==> src/rtl/mult_arbiter.sv <==
// mult_arbiter: round-robin sequencer sharing one external 4x4 combinational multiplier
// between two valid/ready requesters, returning id-tagged registered products.
// Optional per-requester saturating grant counters are built when MULT_ARB_STATS_EN is defined.
module mult_arbiter #(
    parameter int unsigned CNT_W = 8
) (
    input  logic             clk,
    input  logic             rst_n,
    input  logic [1:0]       req_valid,
    output logic [1:0]       req_ready,
    input  logic [3:0]       req_a0,
    input  logic [3:0]       req_b0,
    input  logic [3:0]       req_a1,
    input  logic [3:0]       req_b1,
    output logic [3:0]       mul_a,
    output logic [3:0]       mul_b,
    input  logic [7:0]       mul_p,
    output logic             rsp_valid,
    input  logic             rsp_ready,
    output logic [7:0]       rsp_p,
    output logic             rsp_id,
    output logic             busy
`ifdef MULT_ARB_STATS_EN
    ,
    output logic [CNT_W-1:0] grant_cnt0,
    output logic [CNT_W-1:0] grant_cnt1
`endif
);

    typedef enum logic [1:0] {
        StIdle = 2'd0,
        StCalc = 2'd1,
        StResp = 2'd2
    } state_e;

    state_e     r_state;
    state_e     w_state_d;
    logic [3:0] r_op_a;
    logic [3:0] r_op_b;
    logic       r_id;
    logic       r_last_id;
    logic [7:0] r_rsp_p;
    logic       r_rsp_id;
    logic       r_rsp_valid;
    logic       w_grant;
    logic       w_accept;

    // Winner: a lone valid requester, otherwise the one not granted last.
    always_comb begin
        if (req_valid == 2'b11) begin
            w_grant = ~r_last_id;
        end else begin
            w_grant = req_valid[1];
        end
    end

    // No handshake is offered while reset is held, even though the state reads IDLE.
    assign w_accept = rst_n && (r_state == StIdle) && (req_valid != 2'b00);

    // Next-state logic plus the combinational ready and multiplier operand outputs.
    always_comb begin
        w_state_d = r_state;
        req_ready = 2'b00;
        mul_a     = 4'd0;
        mul_b     = 4'd0;
        case (r_state)
            StIdle: begin
                if (w_accept) begin
                    req_ready = w_grant ? 2'b10 : 2'b01;
                    w_state_d = StCalc;
                end
            end
            StCalc: begin
                // Operands come straight from registers so the multiplier sees clean inputs.
                mul_a     = r_op_a;
                mul_b     = r_op_b;
                w_state_d = StResp;
            end
            StResp: begin
                if (rsp_ready) begin
                    w_state_d = StIdle;
                end
            end
            default: begin
                w_state_d = StIdle;
            end
        endcase
    end

    // State, captured operands, arbitration history and the response register.
    always_ff @(posedge clk) begin
        if (!rst_n) begin
            r_state     <= StIdle;
            r_op_a      <= 4'd0;
            r_op_b      <= 4'd0;
            r_id        <= 1'b0;
            r_last_id   <= 1'b1;
            r_rsp_p     <= 8'h00;
            r_rsp_id    <= 1'b0;
            r_rsp_valid <= 1'b0;
        end else begin
            r_state <= w_state_d;
            if (w_accept) begin
                r_op_a    <= w_grant ? req_a1 : req_a0;
                r_op_b    <= w_grant ? req_b1 : req_b0;
                r_id      <= w_grant;
                r_last_id <= w_grant;
            end
            if (r_state == StCalc) begin
                r_rsp_p     <= mul_p;
                r_rsp_id    <= r_id;
                r_rsp_valid <= 1'b1;
            end
            if ((r_state == StResp) && rsp_ready) begin
                r_rsp_valid <= 1'b0;
            end
        end
    end

    assign rsp_valid = r_rsp_valid;
    assign rsp_p     = r_rsp_p;
    assign rsp_id    = r_rsp_id;
    assign busy      = (r_state != StIdle);

`ifdef MULT_ARB_STATS_EN
    logic [CNT_W-1:0] r_cnt0;
    logic [CNT_W-1:0] r_cnt1;

    // Saturating per-requester grant counters, bumped on each accepted handshake.
    always_ff @(posedge clk) begin
        if (!rst_n) begin
            r_cnt0 <= '0;
            r_cnt1 <= '0;
        end else if (w_accept) begin
            if (!w_grant && (r_cnt0 != '1)) begin
                r_cnt0 <= r_cnt0 + CNT_W'(1);
            end
            if (w_grant && (r_cnt1 != '1)) begin
                r_cnt1 <= r_cnt1 + CNT_W'(1);
            end
        end
    end

    assign grant_cnt0 = r_cnt0;
    assign grant_cnt1 = r_cnt1;
`else
    // Counter width is meaningless without the counters.
    logic [CNT_W-1:0] w_unused_cnt_w;
    assign w_unused_cnt_w = '0;
`endif

endmodule
==> config.mk <==
export PLATFORM = sky130hd
export DESIGN_NAME = mult_arbiter
export DESIGN_NICKNAME = d
export VERILOG_FILES = /design/src/rtl/mult_arbiter.sv
export SDC_FILE = /design/constraint.sdc
export NUM_CORES = 1
export LEC_CHECK = 0
export CAP_MARGIN = 15
export CORE_MARGIN = 10
export CORE_UTILIZATION = 41
export CTS_CLUSTER_DIAMETER = 50
export DETAILED_ROUTE_END_ITERATION = 6
export HOLD_SLACK_MARGIN = 0.1
export MAX_ROUTING_LAYER = met4
export PLACE_DENSITY = 0.84
export SYNTH_ARGS = -nofsm -noshare
export SYNTH_HDL_FRONTEND = slang
export SYNTH_SLANG_ARGS = --single-unit
==> constraint.sdc <==
create_clock -name clk -period 2.2 [get_ports clk]
set_input_delay 0.22 -clock clk [delete_from_list [all_inputs] [get_ports clk]]
set_output_delay 0.22 -clock clk [all_outputs]
set_load 0.01 [all_outputs]
==> results, run 1 <==
- After routing the design area is 0.00156 mm2.
- The area of combinational cells with multiple inputs is 473 um2.
- The setup fix buffers added after clock tree synthesis is 0.
- Of the post-synthesis cell area, the dominant cell type holds 0.459.
- The critical path endpoint category is an output pin.
- Across the VDD grid, the largest voltage drop is 0.559 mV.
- The slowest stage of the critical path belongs to the cell clkdlybuf4s50_1.
- For this run, the total global-route usage over all layers was measured as 0.133.
- The worst register-to-register path has a setup slack of 0.73 ns.
- The floorplan die area is 0.00468 mm2.
- The number of routed nets with antenna violations is 0.
- The H-tree level count is 1.
- Of the cells placed in the final design, the portion with a size suffix greater than 1 is 0.0976.
- The pin count of the biggest net entering global routing is 14.
- The analysis attributes to net switching a power of 244 uW.
- The detailed router finished its first iteration with 34 violations.
- The number of endpoints with negative hold slack in the final report was 0.
- The startpoint type of the worst setup path is a register.
- The highest-utilization routing layer at the global route stage is met2.
- The count of input and output buffers is slightly below 50.
- During synthesis, Yosys emitted a total of 0 warnings.
- The register bit total from synthesis is 22.
- The worst clock skew is 0.0125 ns.
- The wire-length estimate of the detail-placed layout is 2450 um.
- The period utilization is 0.962.
- Relative to the synthesized area, the layout overhead comes to 62.3%.
- The wire length of the first global-routing pass is 4640 um.
- The critical path starts at r_state[1].
- The total placed instance area is 0.00150 mm2.
- Clock tree synthesis inserted a total of 3 buffers.
- After detailed routing, the number of vias per cell comes to 5.07.
- The count of inserted antenna diode cells is 0.
- After clock tree synthesis, the clock-pin slew on the worst setup and hold paths is roughly 0.13 ns.
- In the routed design, unresolved DRC markers number 0.
- The met1 track demand over resource is 0.132.
- The number of distinct standard cells referenced by the synthesized netlist is 23.
- The global routing usage on met3 is 0.0326.
- The first detailed-routing pass took 3 iterations.
- The routed design has 3010 um of wire.
- Summed over all instances, the cell type with the most area after synthesis is dfxtp_1.
- The tool flagged a number of max-cap violations equal to 0.
- In the post-synthesis netlist, the cell with the most instances is nand2_1.
- The part of the power in registers is 0.459.
- The floorplan step set the die height to 68.4 um.
- The final weighted congestion in routability-driven placement is approximately 0.80.
- The routed wirelength normalized by instance count is 15.7 um.
- The prevailing post-synth register cell is dfxtp_1.
- The net count of the finished layout is 194.
- At the pin with the least slew margin, the transition time is 0.378 ns.
- The maximum operating frequency is ~470 MHz.
- The TritonCTS clock tree is built.
- The switching share of power is 0.245.
- Traced cell by cell, the critical path runs through or3b_4 > nor3b_1 > clkdlybuf4s50_1.
- The layout has 174 filler cells.
- In this run the core area contains 17 standard-cell rows.
- The initial core utilization is 0.434.
- The number of pins with negative max-slew slack in the final report was 0.
- The path type of the worst setup path is register to output pin.
- The worst hold path begins at mul_p[5].
- The data arrival at the endpoint of the critical path is about 1.9 ns.
- The horizontal die dimension is about 68 um.
- The number of antenna violations at the first check in global routing came to 0.
- Buffers inserted to repair hold after CTS numbered 0.
- STA puts the critical path data required time at 1.98 ns.
- The library cell used as clock root buffer is clkbuf_4.
- Dividing total power by cell area gives a power density of 639 mW/mm2.
- The class of the worst hold path is input pin to register.
- For this design, the sink count on the clock tree is 22.
- The share of total power dissipated in the clock network is 0.311.
- The capture instance of the worst register-to-register path is r_op_a[3].
- Yosys mapped a number of flops with a built-in enable equal to 0.
- For this block, the via count after detailed routing is 974.
- The number of instances in the synthesized netlist is 112.
- The core region is 0.00221 mm2.
- Of the synthesized area, sequential elements account for 0.459.
- The post-synthesis average cell area is 8.57 um2.
- The final total negative setup slack is 0 ns.
- The total internal power is 751 uW.
- At the later pin of the worst-skew pair, clock insertion delay measures 0.31 ns.
- 50 I/O pins were placed.
- The number of buffers on the longest clock path is 2.
- Setup violations remaining at the end of the flow were counted as 0.
- The worst path in the final design needs a cycle of between 2 and 2.5 ns, including I/O delays and setup.
- The number of global-route vias before repair came to roughly 970.
- Summing every instance area after synthesis gives roughly 960 um2.
- The end point of the worst hold path is rsp_p[5].
- In the synthesized netlist, the cells that appear most often are 26 x nand2_1, 22 x dfxtp_1, 8 x a221o_1, 8 x and2_1, 8 x nor3_1.
- The flow ran to the end, and the final reports show no timing, DRC or antenna violations.
- Measured in cells, the most critical reg-to-reg path has a length of 4.
- The worst slew margin relative to its limit is 0.748.
- Across all hold checks on the routed design, the worst slack comes to 0.438 ns.
- The stage delay of the slowest cell on the critical path is a little under 0.6 ns.
- Counting instances, the worst hold path has a depth of 3.
- Once the clock tree was built, the resizer swapped 0 gates to a different size.
- The net count after synthesis is 141.
- Global routing finished with a remaining overflow of 0.
- The combined flip-flop and latch cell area is 440 um2.
- The worst register-to-register path begins at r_state[1].
- In the global route stage, met2 resource usage came out at 0.256.
- The maximum fanout count along the critical path is 6.
- The share of total power in combinational logic is 0.230.
- Sorting the synthesized cells by area gives the leading types as dfxtp_1 46%, nand2_1 10%, a221o_1 8.3%.
- Summed over all cells, the static leakage comes to 0.000625 uW.
- Setup repair after global routing left no endpoint under its margin.
- The fraction of registers with async set or reset after synthesis is 0.
-- per-stage QoR --
step | cells | total power (uW) | util | worst slack, ns
CTS | 192 | 1000 | 0.703 | 0.0310
detailed placement | 188 | 696 | 0.679 | 0.0401
global placement | 188 | 684 | 0.679 | 0.0640
finish | 192 | 995 | 0.704 | 0.0843
floorplan | 112 | 564 | - | 0.744
global route | 192 | 1040 | 0.704 | 0.00212
-- cell usage in the layout, fill, tap and decap left out, drive strengths merged, types with 3 or more instances in the layout --
cell type,synthesis,layout
nor2b,3,3
a221o,8,8
inv,3,3
clkbuf,5,3
dfxtp,22,22
and2,8,8
a21oi,3,3
nor2,4,4
clkdlybuf4s50,0,48
o21ai,3,3
nor3,8,8
buf,3,7
a21boi,9,9
nand2,26,26
-- per-layer routing --
metal,wire (um),up-vias,share of wire
met5,0,-,0
met4,13,0,0.0043
met3,125,2,0.042
met2,1770,16,0.59
met1,1100,468,0.37
li1,-,488,-
-- logic make-up after synthesis --
kind of cell,after synthesis,share of synthesized area
simple gates,53,0.263
flops,22,0.459
compound gates,26,0.229
buf+inv,11,0.0482
-- power by group through the flow --
stage / registers (uW) / clock network (uW) / logic (uW)
after CTS: 456 / 315 / 232
after global placement: 462 / 0 / 222
after detailed placement: 465 / 0 / 231
after global routing: 461 / 334 / 249
after floorplan: 465 / 0 / 99.5
final: 457 / 309 / 229
-- worst max-delay path by stage --
stage,end,slack (ns),cells past startpoint
after global placement,req_ready[1],0.06,4
after detailed placement,req_ready[1],0.04,4
final,req_ready[0],0.08,3
after CTS,req_ready[1],0.03,3
after global routing,req_ready[0],0.002,3
after floorplan,req_ready[0],0.74,3
-- state kept, by name, summed over array words and instances, names as in the netlist --
name,count
r_id,1
r_op_a,4
rsp_valid,1
rsp_id,1
r_state,2
rsp_p,8
r_op_b,4
r_last_id,1
-- area by class of cell --
class / count / area share
timing repair buffer: 56 / 0.350
multi-input combinational: 79 / 0.304
sequential: 22 / 0.283
tap: 28 / 0.0225
clock inverter: 1 / 0.0193
clock buffer: 3 / 0.0145
inverter: 3 / 0.00723
-- critical path: cells and delay by family (launching register included) --
family                 cells  cell delay, ns
flip-flops                 1            0.38
AND/OR/NAND/NOR            2            0.65
buffers and inverters      1            0.58
(Power assumes the default switching activity.)
==> run 2, diff against run 1 <==
CTS_CLUSTER_SIZE = 16   (was unset)
==> results of run 2 <==
Same layout as run 1: the final DEF is identical, and so are final timing and power.
==> run 3, diff against run 2 <==
GPL_ROUTABILITY_DRIVEN = 1   (was unset)
==> results of run 3 <==
Same layout as run 1: the final DEF is identical, and so are final timing and power.
